$ cat config.mk
export PLATFORM = sky130hd
export DESIGN_NAME = regfile_mp
export DESIGN_NICKNAME = d
export VERILOG_FILES = /design/src/rtl/regfile_pkg.sv /design/src/rtl/regfile_init_seq.sv /design/src/rtl/regfile_mp.sv
export SDC_FILE = /design/constraint.sdc
export NUM_CORES = 1
export LEC_CHECK = 0
export BUFFER_PORTS_ARGS = -buffer_cell sky130_fd_sc_hd__buf_2
export CORE_MARGIN = 2
export CORE_UTILIZATION = 30
export CTS_BUF_LIST = sky130_fd_sc_hd__clkbuf_2 sky130_fd_sc_hd__clkbuf_4 sky130_fd_sc_hd__clkbuf_8
export CTS_CLUSTER_SIZE = 20
export DETAILED_ROUTE_END_ITERATION = 7
export PLACE_DENSITY = 0.44
export SYNTH_ARGS = -nofsm -noshare
export SYNTH_HDL_FRONTEND = slang
export SYNTH_HIERARCHICAL = 1
export SYNTH_SLANG_ARGS = --single-unit
$ cat constraint.sdc
create_clock -name Clk -period 5.4 [get_ports Clk]
set_input_delay 0.54 -clock Clk [delete_from_list [all_inputs] [get_ports Clk]]
set_output_delay 0.54 -clock Clk [all_outputs]
set_load 0.005 [all_outputs]
$ cat src/rtl/regfile_pkg.sv
// Shared types, limits and helpers for the multi-port register file.
package regfile_pkg;

    typedef enum logic [0:0] {
        RF_INIT,
        RF_RUN
    } rf_state_t;

    localparam int unsigned RF_MAX_RD = 4;

    function automatic int unsigned rf_depth(input int unsigned addr_w);
        return 32'd1 << addr_w;
    endfunction

endpackage

$ cat src/rtl/regfile_init_seq.sv
// Post-reset clear sequencer: walks every entry once, then holds the file in RUN.
module regfile_init_seq
    import regfile_pkg::*;
#(
    parameter int unsigned ADDR_W = 5
) (
    input  logic              Clk,
    input  logic              Rst,
    output logic              clr_en,
    output logic [ADDR_W-1:0] clr_addr,
    output logic              Ready
);

    localparam int unsigned       DEPTH = rf_depth(ADDR_W);
    localparam logic [ADDR_W-1:0] LAST  = ADDR_W'(DEPTH - 1);

    rf_state_t         state_q, state_d;
    logic [ADDR_W-1:0] cnt_q, cnt_d;

    always_ff @(posedge Clk) begin
        if (Rst) begin
            state_q <= RF_INIT;
            cnt_q   <= '0;
        end else begin
            state_q <= state_d;
            cnt_q   <= cnt_d;
        end
    end

    // The counter holds at LAST on exit so it never wraps.
    always_comb begin
        state_d = state_q;
        cnt_d   = cnt_q;
        clr_en  = 1'b0;
        case (state_q)
            RF_INIT: begin
                clr_en = !Rst;
                if (cnt_q == LAST) begin
                    state_d = RF_RUN;
                end else begin
                    cnt_d = cnt_q + 1'b1;
                end
            end
            RF_RUN: begin
                state_d = RF_RUN;
            end
            default: begin
                state_d = RF_INIT;
            end
        endcase
    end

    assign clr_addr = cnt_q;
    assign Ready    = (state_q == RF_RUN);

endmodule

$ cat src/rtl/regfile_mp.sv
// Parametrised multi-read-port register file with registered reads and a post-reset clear.
// Define REGFILE_MP_BYPASS_EN to forward same-cycle write data to matching read ports.
module regfile_mp
    import regfile_pkg::*;
#(
    parameter int unsigned DATA_W   = 32,
    parameter int unsigned ADDR_W   = 5,
    parameter int unsigned NUM_RD   = 2,
    parameter int unsigned ZERO_REG = 1
) (
    input  logic                     Clk,
    input  logic                     Rst,
    input  logic [NUM_RD*ADDR_W-1:0] RdAddr,
    output logic [NUM_RD*DATA_W-1:0] RdData,
    input  logic                     RegWrite,
    input  logic [ADDR_W-1:0]        RegWrAddr,
    input  logic [DATA_W-1:0]        RegWrData,
    output logic                     Ready,
    output logic                     WrDropped
);

    localparam int unsigned DEPTH   = rf_depth(ADDR_W);
    localparam bit          ZERO_EN = (ZERO_REG != 0);
`ifdef REGFILE_MP_BYPASS_EN
    localparam bit          BYPASS  = 1'b1;
`else
    localparam bit          BYPASS  = 1'b0;
`endif

    if (NUM_RD < 1 || NUM_RD > RF_MAX_RD) begin : g_bad_num_rd
        $error("regfile_mp: NUM_RD must be in 1..%0d", RF_MAX_RD);
    end

    logic [DATA_W-1:0] mem [DEPTH];
    logic              clr_en;
    logic [ADDR_W-1:0] clr_addr;
    logic              run;
    logic              wr_zero;
    logic              wr_en;
    logic              wr_drop_q;

    regfile_init_seq #(
        .ADDR_W (ADDR_W)
    ) u_init_seq (
        .Clk      (Clk),
        .Rst      (Rst),
        .clr_en   (clr_en),
        .clr_addr (clr_addr),
        .Ready    (run)
    );

    assign Ready   = run;
    assign wr_zero = ZERO_EN && (RegWrAddr == '0);
    assign wr_en   = RegWrite && run && !Rst && !wr_zero;

    // Storage has no reset; the clear sequence zeroes it instead.
    always_ff @(posedge Clk) begin
        if (clr_en) begin
            mem[clr_addr] <= '0;
        end else if (wr_en) begin
            mem[RegWrAddr] <= RegWrData;
        end
    end

    // Reset wins over drop reporting, so a write held during Rst is discarded silently.
    always_ff @(posedge Clk) begin
        if (Rst) begin
            wr_drop_q <= 1'b0;
        end else begin
            wr_drop_q <= RegWrite && !run;
        end
    end

    assign WrDropped = wr_drop_q;

    for (genvar p = 0; p < NUM_RD; p++) begin : g_rd
        logic [ADDR_W-1:0] addr;
        logic [DATA_W-1:0] data_d;
        logic [DATA_W-1:0] data_q;

        assign addr = RdAddr[p*ADDR_W +: ADDR_W];

        always_comb begin
            data_d = mem[addr];
            if (BYPASS && wr_en && (RegWrAddr == addr)) begin
                data_d = RegWrData;
            end
            if (ZERO_EN && (addr == '0)) begin
                data_d = '0;
            end
            if (!run) begin
                data_d = '0;
            end
        end

        always_ff @(posedge Clk) begin
            if (Rst) begin
                data_q <= '0;
            end else begin
                data_q <= data_d;
            end
        end

        assign RdData[p*DATA_W +: DATA_W] = data_q;
    end

endmodule

==> flow_summary.toml <==
[power_and_ir_drop]
p_leak_nw = 16.69
powerDensity_mw_per_mm2 = 323.2
ir_drop_uv = 169.2

[clock_network]
path_clk_slew_ns = 0.06
cts-root-buf = "clkbuf_8"
cts_made_buffers = 193
cts_max_level = 4
cts_resized = 0
cts_tree = "built"
clock_path_buffers = 3
worstSkewPairLatency_ns = 0.93
cts_sinks = 1095

[synthesis]
yosysUniqueCellTypes = 55
synth-main-ff-cell = "edfxtp_1"
synth_area_mm2 = 0.04908
avgSynthCellArea_um2 = 20.21
syn_inst = 2429
synth-compound-area-share_pct = 4.820
synth_edf_count = 1024
synth-seq-area-share_pct = 65.54
yosys.area_share.simple_pct = 1.637
synth-async-reset-ratio_pct = 0
yosys_warnings = 6
synthXorXnorAreaFrac_pct = 0.03569
synth_top_family_by_area = "multiplexers"
ys_ff_latch = 1095
synthAdderAreaFrac_pct = 0.05098
muxShareOfSynthArea_pct = 25.89
synth_fp_nets = 2481

[timing]
layout_min_cycle_time_ns = 3.685
fin_setup_tns_ns = 0
fin_skew_ns = 0.05582
slew_viol_final = 0
final-hold-violation-count = 0
finalSetupViolCount = 0
fmax_ghz = 0.2714
max_slew.worst_pin.slew_ns = 1.317
rsz0062_at_grt = "false"
min_period_over_period_pct = 68.24
slew_headroom_pct = 12.21

[finish]
drive_above_1_share_pct = 37.84
fin_nets = 2700
multiInputGateArea_mm2 = 0.01617
area.sequential_mm2 = 0.03217
final_cell_area_mm2 = 0.05681
fillers = 15360
syn_to_final_growth_pct = 15.75

[floorplanning]
row_count = 148
die_area_mm2 = 0.1669
io_pins = 116
die_x_um = 408.5
core_area_mm2 = 0.1626
die_y_um = 408.5
start_util_pct = 30.19

[detailed_routing]
firstDrtPassIters = 5
vias = 27370
routed_wl_mm = 163.6
drc = 0
drt_iter0_markers = 2314
ant_nets = 0
via_per_inst = 5.485
wl_per_cell_um = 32.77

[min_path]
min_path_type = "input pin to flip-flop"
min_path_cells = 3
min_from = "RdAddr[8]"
holdPathEnd = "g_rd[1].data_q[29]"

[critical_path]
critPathCaptureType = "flip-flop"
reg2reg_from = "u_init_seq/Ready"
cp_data_required_time_ns = 5.94
worstPathMaxFanout = 21
start_kind = "flip-flop"
startpoint = "u_init_seq/Ready"
reg2regPathDepth = 6
criticalPathCategory = "flip-flop to flip-flop"
cp.arrival_ns = 4.23
r2r_slack_ns = 1.72
r2r-end = "mem[20][12]"

[global_route]
grt_util_all_layers_pct = 19.43
antenna_found_initial = 5
grt_pass1_vias = 29320
grt_overflow_total = 0
grt_max_degree = 117
grt_pass1_wl_mm = 228.8

[run_status]
outcome = "completed"

[placement]
portBuffers = 115
hpwl_mm = 93.96
gp_congestion = 0.7797
dpl-instance-area_mm2 = 0.05263

[flow_run]
maxCapViolCount = 0
[critical path: stages (launching register included)]
cell and delay (ns):
dfxtp_1 0.52, nor2_1 0.17, nand4bb_1 0.42, o32ai_1 0.34, nand2_1 0.29, nor2_4 1.06
buf_4 0.49
[placed cells by master, fill, tap and decap left out, types with 9 or more instances in the layout]
| cell type | Yosys | layout |
|---|---|---|
| mux4_2 | 448 | 448 |
| o22a_1 | 34 | 34 |
| nor2_4 | 1 | 14 |
| buf_2 | 44 | 107 |
| a2111oi_1 | 16 | 16 |
| clkinv_1 | 0 | 19 |
| clkinv_2 | 0 | 27 |
| clkbuf_4 | 0 | 65 |
| buf_4 | 17 | 87 |
| o221ai_1 | 64 | 64 |
| a22o_1 | 62 | 62 |
| nor2_1 | 24 | 11 |
| mux2i_1 | 258 | 258 |
| buf_12 | 1 | 15 |
| nor3_1 | 53 | 33 |
| and2_1 | 33 | 32 |
| clkbuf_8 | 0 | 229 |
| dfxtp_1 | 71 | 71 |
| edfxtp_1 | 1024 | 1024 |
| a2111oi_2 | 12 | 12 |
| nor3_2 | 0 | 20 |
| a211oi_1 | 32 | 32 |
| clkinvlp_4 | 0 | 9 |
| o22ai_1 | 32 | 32 |
[Yosys cell counts (all sizes together) (25+ instances only)]
library cell  count  share of area, %
o22ai            32              0.41
clkbuf          102              0.78
edfxtp         1024                63
a22o             62               1.1
nor2             25              0.21
mux4            448                21
mux2i           258               5.3
a211oi           32              0.49
buf              92               1.2
a2111oi          32              0.76
dfxtp            71               2.9
o221ai           64               1.1
and2             33              0.42
o22a             34              0.61
nor3             53              0.54
[report_power, final]
part	internal [mW]	switching [mW]	total [mW]
Clock	4.54	3.57	8.12
Combinational	0.414	0.595	1.01
Sequential	9.21	0.0292	9.24
Total	14.2	4.20	18.4
[cell type report]
class | count | share of cell area [%]
inverter | 3 | 0.01982
timing repair buffer | 218 | 2.841
tap | 2175 | 4.790
multi-input combinational | 1137 | 28.46
antenna | 4 | 0.01762
clock buffer | 294 | 6.407
sequential | 1095 | 56.63
clock inverter | 65 | 0.8413
[per-stage QoR]
stage	setup slack (ns)	total power [mW]	cells	util, %	hold WS (ns)
2_1_floorplan	0.8172	10.09	2429	-	0.5341
3_3_place_gp	1.527	10.43	4624	32.37	0.6045
3_5_place_dp	1.536	10.43	4624	32.37	0.6058
4_1_cts	1.708	18.60	4986	34.92	0.1267
5_1_grt	1.538	18.99	4988	34.94	0.1647
6_report	1.715	18.36	4991	34.94	0.2322
[metal layers]
layer  vias up  GRT usage (%)  part of all wire (%)
met5         -              0                0.0079
met4         2          5.573                   2.4
met3       251          3.556                   5.6
met2       962          32.11                    49
met1     15050          26.15                    43
li1      11110              -                     -
[cells by family (layout without fill, tap and decap cells)]
family          Yosys count  count (layout)
buf+inv                 197             580
xor+xnor                  2               2
compound gates          279             279
other cells               0               4
flops                  1095            1095
mux                     709             709
simple gates            145             145
fa+ha+maj                 2               2
[worst max-delay path by stage]
stage,cells past startpoint,end
final,6,mem[20][12]
after global routing,6,mem[20][12]
after detailed placement,6,g_rd[1].data_q[29]
after floorplan,7,mem[3][0]
after CTS,6,mem[20][12]
after global placement,6,g_rd[1].data_q[29]
[timing repair]
item / in CTS / in global routing
hold buffers: 3 / 0
setup buffers: 0 / 0
hold endpoints to repair: 7 / 0
[flip-flops by register name (all words and copies together), names as in the netlist]
signal	flops
mem	1024
g_rd.data_q	64
u_init_seq/clr_addr	5
WrDropped	1
u_init_seq/Ready	1
Note: power is estimated with default switching activity, not from simulation.
